File: src/rtl/timer_arbiter.sv
// Round-robin arbiter sharing one N-bit down-counter among four requesters.
// A granted requester owns the counter until it counts out, drops its request, or reset.
module timer_arbiter #(
    parameter int N = 8
) (
    input  logic         clk,
    input  logic         reset,
    input  logic [3:0]   req,
    input  logic [N-1:0] len0,
    input  logic [N-1:0] len1,
    input  logic [N-1:0] len2,
    input  logic [N-1:0] len3,
    input  logic         hold,
    output logic [3:0]   gnt,
    output logic [3:0]   done,
    output logic         busy,
    output logic [1:0]   owner,
    output logic [N-1:0] cnt
);

    typedef enum logic [1:0] {
        IDLE,
        RUN,
        DONE
    } state_t;

    state_t       state;
    logic [1:0]   ptr;
    logic [1:0]   winner;
    logic [1:0]   idx;
    logic         found;
    logic [N-1:0] win_len;

    // First requester at or after ptr, wrapping round the four slots.
    always_comb begin
        winner = ptr;
        found  = 1'b0;
        idx    = ptr;
        for (int i = 0; i < 4; i++) begin
            idx = ptr + 2'(i);
            if (!found && req[idx]) begin
                winner = idx;
                found  = 1'b1;
            end
        end
    end

    always_comb begin
        case (winner)
            2'd0:    win_len = len0;
            2'd1:    win_len = len1;
            2'd2:    win_len = len2;
            default: win_len = len3;
        endcase
    end

    assign busy = (state != IDLE);

    always_ff @(posedge clk or posedge reset) begin
        if (reset) begin
            state <= IDLE;
            gnt   <= 4'b0000;
            done  <= 4'b0000;
            owner <= 2'd0;
            ptr   <= 2'd0;
            cnt   <= '0;
        end else begin
            case (state)
                IDLE: begin
                    done <= 4'b0000;
                    if (found) begin
                        gnt   <= 4'b0001 << winner;
                        owner <= winner;
                        cnt   <= win_len;
                        state <= RUN;
                    end
                end
                RUN: begin
                    // Abort beats hold, hold beats terminal count, terminal beats decrement.
                    if (!req[owner]) begin
                        gnt   <= 4'b0000;
                        done  <= 4'b0000;
                        ptr   <= owner + 2'd1;
                        state <= IDLE;
                    end else if (hold) begin
                        state <= RUN;
                    end else if (cnt == '0) begin
                        done  <= gnt;
                        state <= DONE;
                    end else begin
                        cnt <= cnt - {{(N-1){1'b0}}, 1'b1};
                    end
                end
                DONE: begin
                    done  <= 4'b0000;
                    gnt   <= 4'b0000;
                    ptr   <= owner + 2'd1;
                    state <= IDLE;
                end
                default: begin
                    gnt   <= 4'b0000;
                    done  <= 4'b0000;
                    state <= IDLE;
                end
            endcase
        end
    end

endmodule

File: config.mk
export PLATFORM = sky130hd
export DESIGN_NAME = timer_arbiter
export DESIGN_NICKNAME = d
export VERILOG_FILES = /design/src/rtl/timer_arbiter.sv
export SDC_FILE = /design/constraint.sdc
export NUM_CORES = 1
export LEC_CHECK = 0
export CAP_MARGIN = 10
export CORE_ASPECT_RATIO = 0.8
export CORE_UTILIZATION = 29
export CTS_CLUSTER_DIAMETER = 120
export DETAILED_ROUTE_END_ITERATION = 12
export SKIP_CTS_REPAIR_TIMING = 1
export SYNTH_ARGS = -nofsm -noshare
export SYNTH_HDL_FRONTEND = slang
export SYNTH_SLANG_ARGS = --single-unit
File: constraint.sdc
create_clock -name clk -period 1.9 [get_ports clk]
set_input_delay 0.38 -clock clk [delete_from_list [all_inputs] [get_ports clk]]
set_output_delay 0.38 -clock clk [all_outputs]
set_load 0.05 [all_outputs]
Yosys cells after proc, flatten, opt, wreduce, memory -nomap -nowiden
Cells that the tools add are included.

word-level totals
  flip-flop bits (word level) = 22
  bits of input ports = 39
  output and inout bits = 19
  word-level logic and storage cells = 84

operators by class
  $add $sub $neg = 5
  magnitude comparators = 5
  eq/ne operators = 12
  shift-type cells = 1
  muxes and demuxes = 37
  reduce and logical (&&, ||, !) cells = 18

operators by type and width
  cell                                                         number
  2-to-1 mux 8 bit                                             4
  2-to-1 mux 4 bit                                             6
  one-hot mux 8 bit (3 select lines)                           1
  2-to-1 mux 2 bit                                             8
  one-hot mux 8 bit (2 select lines)                           1
  less-than comparator 2 x 3 -> 1 bit (second input constant)  5
  binary-select mux 1 bit (select 2 bit)                       5
  != test 2 bit (second input constant)                        5
  AND reduction 2 bit                                          5
  2-to-1 mux 1 bit                                             9
  logical NOT 8 bit                                            1
  one-hot mux 2 bit (2 select lines)                           2
  one-hot mux 4 bit (2 select lines)                           1
  subtractor 8 x 1 -> 8 bit (second input constant)            1
  != test 3 bit (second input constant)                        2
  nonzero test 2 bit                                           3
  AND reduction 5 bit                                          1
  adder 2 x 1 -> 2 bit (second input constant)                 2
  adder 2 bit (second input constant)                          2
  equality test 2 x 1 -> 1 bit (second input constant)         2
  equality test 2 bit (second input constant)                  2
  logical NOT 2 bit                                            2
  != test 4 bit (second input constant)                        1
  left shift 1 x 2 -> 4 bit (first input constant)             1
  other kinds (2)                                              6

Depth between registers and ports, before layout
Gate-level depths: netlist of the first run.

  word-level depth = 16
  depth in mapped cells = 7

Least setup slack after synthesis of the first run
OpenSTA, ideal clock, no wires.

  path kind = register -> register
  start = reg cnt[0]
  end = reg cnt[7]
  library setup time = 0.126 ns
  arrival = 2.001 ns
  data required time = 1.774 ns
  slack = -0.227 ns
  cell stages (with the launch flop) = 7
  cells stage by stage = dfrtp_1 inv_1 ha_1 or4b_4 o2111ai_4 nor3_1 a221o_1

on the way
  longest elaborated chain between the ends = 5
  elaborated cells on any way between the ends = 8

RTL lines
  item                                RTL line  RTL
  start, declared                     18        output logic [N-1:0] cnt
  start signal, assigned              74        cnt <= win_len;
  start signal, assigned              91        cnt <= cnt - {{(N-1){1'b0}}, 1'b1};
  subtractor 8 x 1 -> 8 bit           91
  2-to-1 mux 8 bit                    87        end else if (cnt == '0) begin
  2-to-1 mux 8 bit                    85        end else if (hold) begin
  2-to-1 mux 8 bit                    80        if (!req[owner]) begin
  one-hot mux 8 bit (2 select lines)  68        case (state)

Several ways; a longest one is shown, not always the timed one. The select of a mux whose other input is x is not followed.
A chain may end at the register's enable or synchronous reset.

Worst setup path in the final report of the first run
  start = reg cnt[1]
  end = reg cnt[2]

The elaborated chain is that of the path after synthesis.

==> run metrics, run 1 <==
Core Area 5912 sq um; Tot Pwr 4.456 mW; Lkg Pwr 1.229 nW; critical path class reg -> reg; # DRC 0; Max Fclk 0.5094 GHz; Global Route Usage Sum 19.17%; internal power 2.260 mW; Layout Nets 342; status finished with violations; CTS Buffer Depth 2; port bufs 57; Clk network pwr share 10.4%; post-layout min period 1.963 ns; Avg Inst Size Synth 8.953 sq um; commonest non-fill, non-tap cell in the layout buf_4; row cnt 25; post-DR wirelength/cell 16.11 microns; Synth Warn # 0; global route overflow 0; P per Cell Area 1512 nW/um^2; Primary FF master, synth dfrtp_1; number of DRC markers in iteration 0 83; Final Skew 0.003037 ns; Detail Placement HPWL 4.653 mm; P_sw 2.196 mW; Seq/Total Area, Yosys 30.90%; Yosys cell types 67; Setup crit end kind register; switch share 49.28%; post-route setup slack -0.06320 ns; Worst Path Required 2.05 ns; first-pass GRT wire length 9.425 mm; # clock sinks 22; Clock transition at path regs 0.09 ns; FFs w/ async S/R, synth 100.0%; worst vdd ir 0.0006868 V; Arr. time, crit path 2.11 ns; endpoints failing setup 7; fin util 49.86%; CP Max Fanout 5; die width 89.64 microns; number of CTS-inserted buffers 3; Logic pwr share 71.2%; Vias/cell 5.178; vias in the first global route 1899; area grow syn2layout 65.45%; Ports 58; DRT Pass-1 Iters 4; final cycle utilization of the critical path 103.3%; Mapped Cells 199; layout cells sized above 1 38.67%; Hold Vio Cnt, Final 0; most frequent cells in the layout 61 x buf_4, 35 x clkdlybuf4s50_1, 20 x nand2_1, 20 x dfrtp_1, 16 x nor2_1; DRT antenna net count 0; max cap viols 0; failing checks negative setup slack; antenna diode count 0; antenna violations before repair 0; clock latency on the worst-skew pair 0.27 ns; CTS tree built; gp weighted congestion 0.8119; HP Class in -> async; via count 1973; Starting Density 30.14%; worst slew pin tran 0.4871 ns; syn_nets 240; synthesis-stage register bit count 22; synthesized cell area 1782 sq um; sequential share of power 18.4%; Fillers 552; Slew Limit Fails 0; Slew HR 67.42%; Post-synth EDFFs 0; Root Buffer clkbuf_8; die height 72.11 microns; RSZ-0062 raised after global routing yes; H-Tree Level Count 1; Die ar. 6463 sq um; drt total wl 6.139 mm; largest net degree at the start of global routing 23; Startpoint Class register
[cells in the mapped netlist (all sizes together) (3+ instances only)]
cell / n / area [sq um]
nand3: 7 / 35.03
mux2i: 4 / 40.04
nor4: 3 / 25.02
o21ai: 17 / 85.08
dfrtp: 22 / 550.5
nand2: 23 / 96.35
inv: 9 / 33.78
a21boi: 6 / 45.04
a21oi: 7 / 35.03
a211oi: 4 / 30.03
nand3b: 3 / 35.03
o221ai: 5 / 43.79
buf: 5 / 52.55
o22ai: 4 / 25.02
nor2b: 6 / 40.04
nor3: 4 / 20.02
nand2b: 3 / 21.27
nor2: 18 / 70.07
clkbuf: 3 / 21.27
[cell families after synthesis]
family	share of synthesized area, %
flops	30.90
compound gates	31.18
fa+ha+maj	1.404
simple gates	26.48
xor+xnor	0.4917
mux	3.511
buf+inv	6.039
[worst max-delay path, stage by stage (launching register included)]
cell and delay (ns):
dfrtp_2 0.43, inv_2 0.09, ha_4 0.13, or4b_4 0.49, o2111ai_4 0.35, a21oi_2 0.09, o22ai_1 0.16, a31oi_1 0.08
[area by class of cell]
class	count	area (sq um)	share of cell area, %
Timing Repair Buffer	104	903.4	30.65
Inverter	9	33.78	1.146
Multi-Input combinational cell	161	1285	43.59
Clock buffer	3	41.29	1.401
Sequential cell	22	553.0	18.76
Clock inverter	1	30.03	1.019
Tap cell	81	101.3	3.438
[flip-flops by register name, indices dropped and copies added, names as in the netlist]
signal and flops:
owner 2, cnt 8, gnt 4, ptr 2, state 2, done 4
[path summary, 6_finish.rpt]
path                                      from  cells after the start                   to  slack [ns]
hold reg to reg            done[3]$_DFFE_PP0P_                      2  done[3]$_DFFE_PP0P_        0.53
hold / removal                           reset                      3   cnt[2]$_DFFE_PP0P_        0.45
max in group asynchronous                reset                      3   cnt[1]$_DFFE_PP0P_        1.19
setup / recovery            cnt[1]$_DFFE_PP0P_                      7   cnt[2]$_DFFE_PP0P_       -0.06
setup reg to reg            cnt[1]$_DFFE_PP0P_                      7   cnt[2]$_DFFE_PP0P_       -0.06
min in group clk           done[3]$_DFFE_PP0P_                      2  done[3]$_DFFE_PP0P_        0.53
[stage by stage]
step	setup TNS [ns]	hold WS (ns)	instance area, sq um	instances	setup slack [ns]
global placement	-4.955	0.5025	2649	370	-0.3852
finish	-0.3123	0.4469	2948	381	-0.06320
global route	-0.8652	0.4955	2948	381	-0.1315
CTS	-0.8084	0.4600	2720	374	-0.1805
floorplan	-0.5109	0.3691	1788	199	-0.09344
detailed placement	-5.783	0.5121	2649	370	-0.4853
[power by group through the flow]
| stage | Sequential (mW) | Clock (mW) | Combinational [mW] |
|---|---|---|---|
| global route | 0.841 | 0.496 | 3.41 |
| CTS | 0.812 | 0.479 | 2.83 |
| floorplan | 1.34 | 0 | 1.23 |
| finish | 0.819 | 0.464 | 3.17 |
| global placement | 0.821 | 0 | 2.81 |
| detailed placement | 0.820 | 0 | 2.82 |
[routing by layer]
layer / wire length, microns / share of wire, % / up-vias / GRT usage (%)
met3: 407 / 6.6 / 6 / 3.185
met2: 2884 / 47 / 70 / 30.22
met4: 33 / 0.54 / 0 / 2.469
li1: - / - / 962 / -
met5: 0 / 0 / - / 0
met1: 2813 / 46 / 935 / 28.12
Power figures use the tool's default switching activity.
==> run 2, diff against run 1 <==
==> constraint.sdc (replaced) <==
create_clock -name clk -period 2.4 [get_ports clk]
set_input_delay 0.48 -clock clk [delete_from_list [all_inputs] [get_ports clk]]
set_output_delay 0.48 -clock clk [all_outputs]
set_load 0.05 [all_outputs]
==> run 2 against run 1 <==
  * The flow now finishes without violations
  * Global-route usage down 1.5 points
  * Die area unchanged
  * Worst hold slack better by 0.075 ns
  * Routed wire length down 11%
  * Largest cell class unchanged
  * Largest power group unchanged
==> run metrics, run 2 (synthesized netlist as in run 1, its figures left out) <==
Worst Path Required 2.53 ns (+0.48 ns); P_sw 1.534 mW (-30%); CP max stage delay 0.56 ns (+0.07 ns); # DRC 0 (unchanged); global route overflow 0 (unchanged); die width 89.64 microns (unchanged); Lkg Pwr 1.047 nW (-15%); Detail Placement HPWL 4.346 mm (-6.6%); Startpoint Class primary input; port bufs 57 (unchanged); number of DRC markers in iteration 0 117 (+41%); register area 550.5 sq um (-0.45%); vias in the first global route 1767 (-7.0%); CTS tree built; hold path cells 2; area grow syn2layout 49.51%; Clock transition at path regs 0.09 ns (about the same); Die ar. 6463 sq um (unchanged); max cap viols 0 (unchanged); switch share 49.78% (+0.50 points); antenna violations before repair 0 (unchanged); DRT Pass-1 Iters 4 (unchanged); endpoints failing setup 0 (-7); status complete, no violations; die height 72.11 microns (unchanged); Vias/cell 5.056 (-2.4%); most frequent cells in the layout 57 x clkdlybuf4s50_1, 27 x buf_4, 22 x dfrtp_1, 21 x nand2_1, 17 x nor2_1; Slew Limit Fails 0 (unchanged); critical path class in -> reg; Reg2Reg Depth 5 (-2); layout cells sized above 1 19.35% (-19 points); post-DR wirelength/cell 15.18 microns (-5.8%); row cnt 25 (unchanged); final non-filler cell total 360 (-5.5%); internal power 1.548 mW (-32%); setup_tns 0 ns (+0.3123 ns); Fillers 594 (+7.6%); Largest register FFs 8 (unchanged); drt total wl 5.463 mm (-11%); largest net degree at the start of global routing 23 (unchanged); Root Buffer clkbuf_8; DRT antenna net count 0 (unchanged); Multi-input gate area 1134 sq um (-12%); Slew HR 63.94% (-3.5 points); CP max stage cell clkdlybuf4s50_1; placed insts 356 (-3.8%); HP Class reg -> reg; # clock sinks 22 (unchanged); final cycle utilization of the critical path 96.32%; worst vdd ir 0.0005650 V (-18%); P per Cell Area 1157 nW/um^2 (-23%); via count 1820 (-7.8%); sequential share of power 23.9% (+5.5 points); commonest non-fill, non-tap cell in the layout clkdlybuf4s50_1; number of CTS-inserted buffers 3 (unchanged); R2R setup slack 0.28 ns (+0.34 ns); RSZ-0062 raised after global routing no; H-Tree Level Count 1 (unchanged); CP Max Fanout 8 (+3); gp weighted congestion 0.8479 (+4.4%); Clk network pwr share 11.7% (+1.3 points); biggest regs cnt: 8 flops, done: 4 flops, gnt: 4 flops; Layout Nets 321 (-6.1%); worst slew pin tran 0.5390 ns (+0.05184 ns); antenna diode count 0 (unchanged); Setup crit end kind register; CP cell instances clkdlybuf4s50_1 -> buf_4 -> a21boi_0 -> o21ai_1 -> a311oi_2 -> a2111oi_2 -> o22ai_1; Top reg by flops cnt; first-pass GRT wire length 8.604 mm (-8.7%); clock latency on the worst-skew pair 0.27 ns (about the same); Final Skew 0.0009800 ns (-0.002057 ns); Core Area 5912 sq um (unchanged); CTS Buffer Depth 2 (unchanged); Starting Density 30.14% (unchanged); Hold Vio Cnt, Final 0 (unchanged); Max Fclk 0.4326 GHz; Ports 58 (unchanged); Logic pwr share 64.4% (-6.8 points); Arr. time, crit path 2.45 ns (+0.34 ns); post-layout min period 2.312 ns; Global Route Usage Sum 17.71% (-1.5 points)
run 2: area by class of cell:
cell class                 instances  share of cell area, %
clock buffer                       3                  1.550
clock inverter                     1                  1.127
inverter                           9                  1.268
multi-input combinational        160                  42.56
sequential                        22                  20.67
tap                               81                  3.805
timing repair buffer              84                  29.03
run 2: power by group through the flow:
| stage | logic, mW | clock network, mW | registers [mW] |
|---|---|---|---|
| floorplan | 0.962 | 0 | 1.05 |
| global placement | 1.98 | 0 | 0.736 |
| CTS | 1.98 | 0.371 | 0.732 |
| detailed placement | 1.97 | 0 | 0.741 |
| global route | 2.15 | 0.386 | 0.763 |
| finish | 1.99 | 0.360 | 0.735 |
run 2: worst paths after layout:
path | start | to
min in group asynchronous | reset | cnt[1]$_DFFE_PP0P_
worst max register to register | ptr[1]$_DFFE_PP0P_ | cnt[1]$_DFFE_PP0P_
max in group asynchronous | reset | state[1]$_DFFE_PP0P_
worst min-delay path | gnt[3]$_DFFE_PP0P_ | gnt[3]$_DFFE_PP0P_
worst min register to register | gnt[3]$_DFFE_PP0P_ | gnt[3]$_DFFE_PP0P_
worst max-delay path | req[3] | cnt[1]$_DFFE_PP0P_
run 2: through the flow:
step	power [mW]	setup WS (ns)	util, %	instance area, sq um	hold slack [ns]
floorplan	2.015	0.2732	-	1782	0.4692
global placement	2.715	-0.1948	43.68	2582	0.4983
detailed placement	2.711	-0.2322	43.68	2582	0.5035
CTS	3.078	0.05949	44.89	2654	0.5247
global route	3.299	0.02804	45.06	2664	0.5629
finish	3.082	0.08824	45.06	2664	0.5219
run 2: worst max-delay path: cells and delay by family:
| family | cells | cell delay [ns] |
|---|---|---|
| AOI/OAI and AO/OA | 5 | 1.19 |
| buffers and inverters | 2 | 0.76 |
run 2: metal layers:
layer	track usage, %	share of wire (%)	vias up
met2	27.44	45	42
met3	3.527	4.5	10
met4	4.762	1.9	0
met5	0	0	-
li1	-	-	914
met1	25.09	48	854
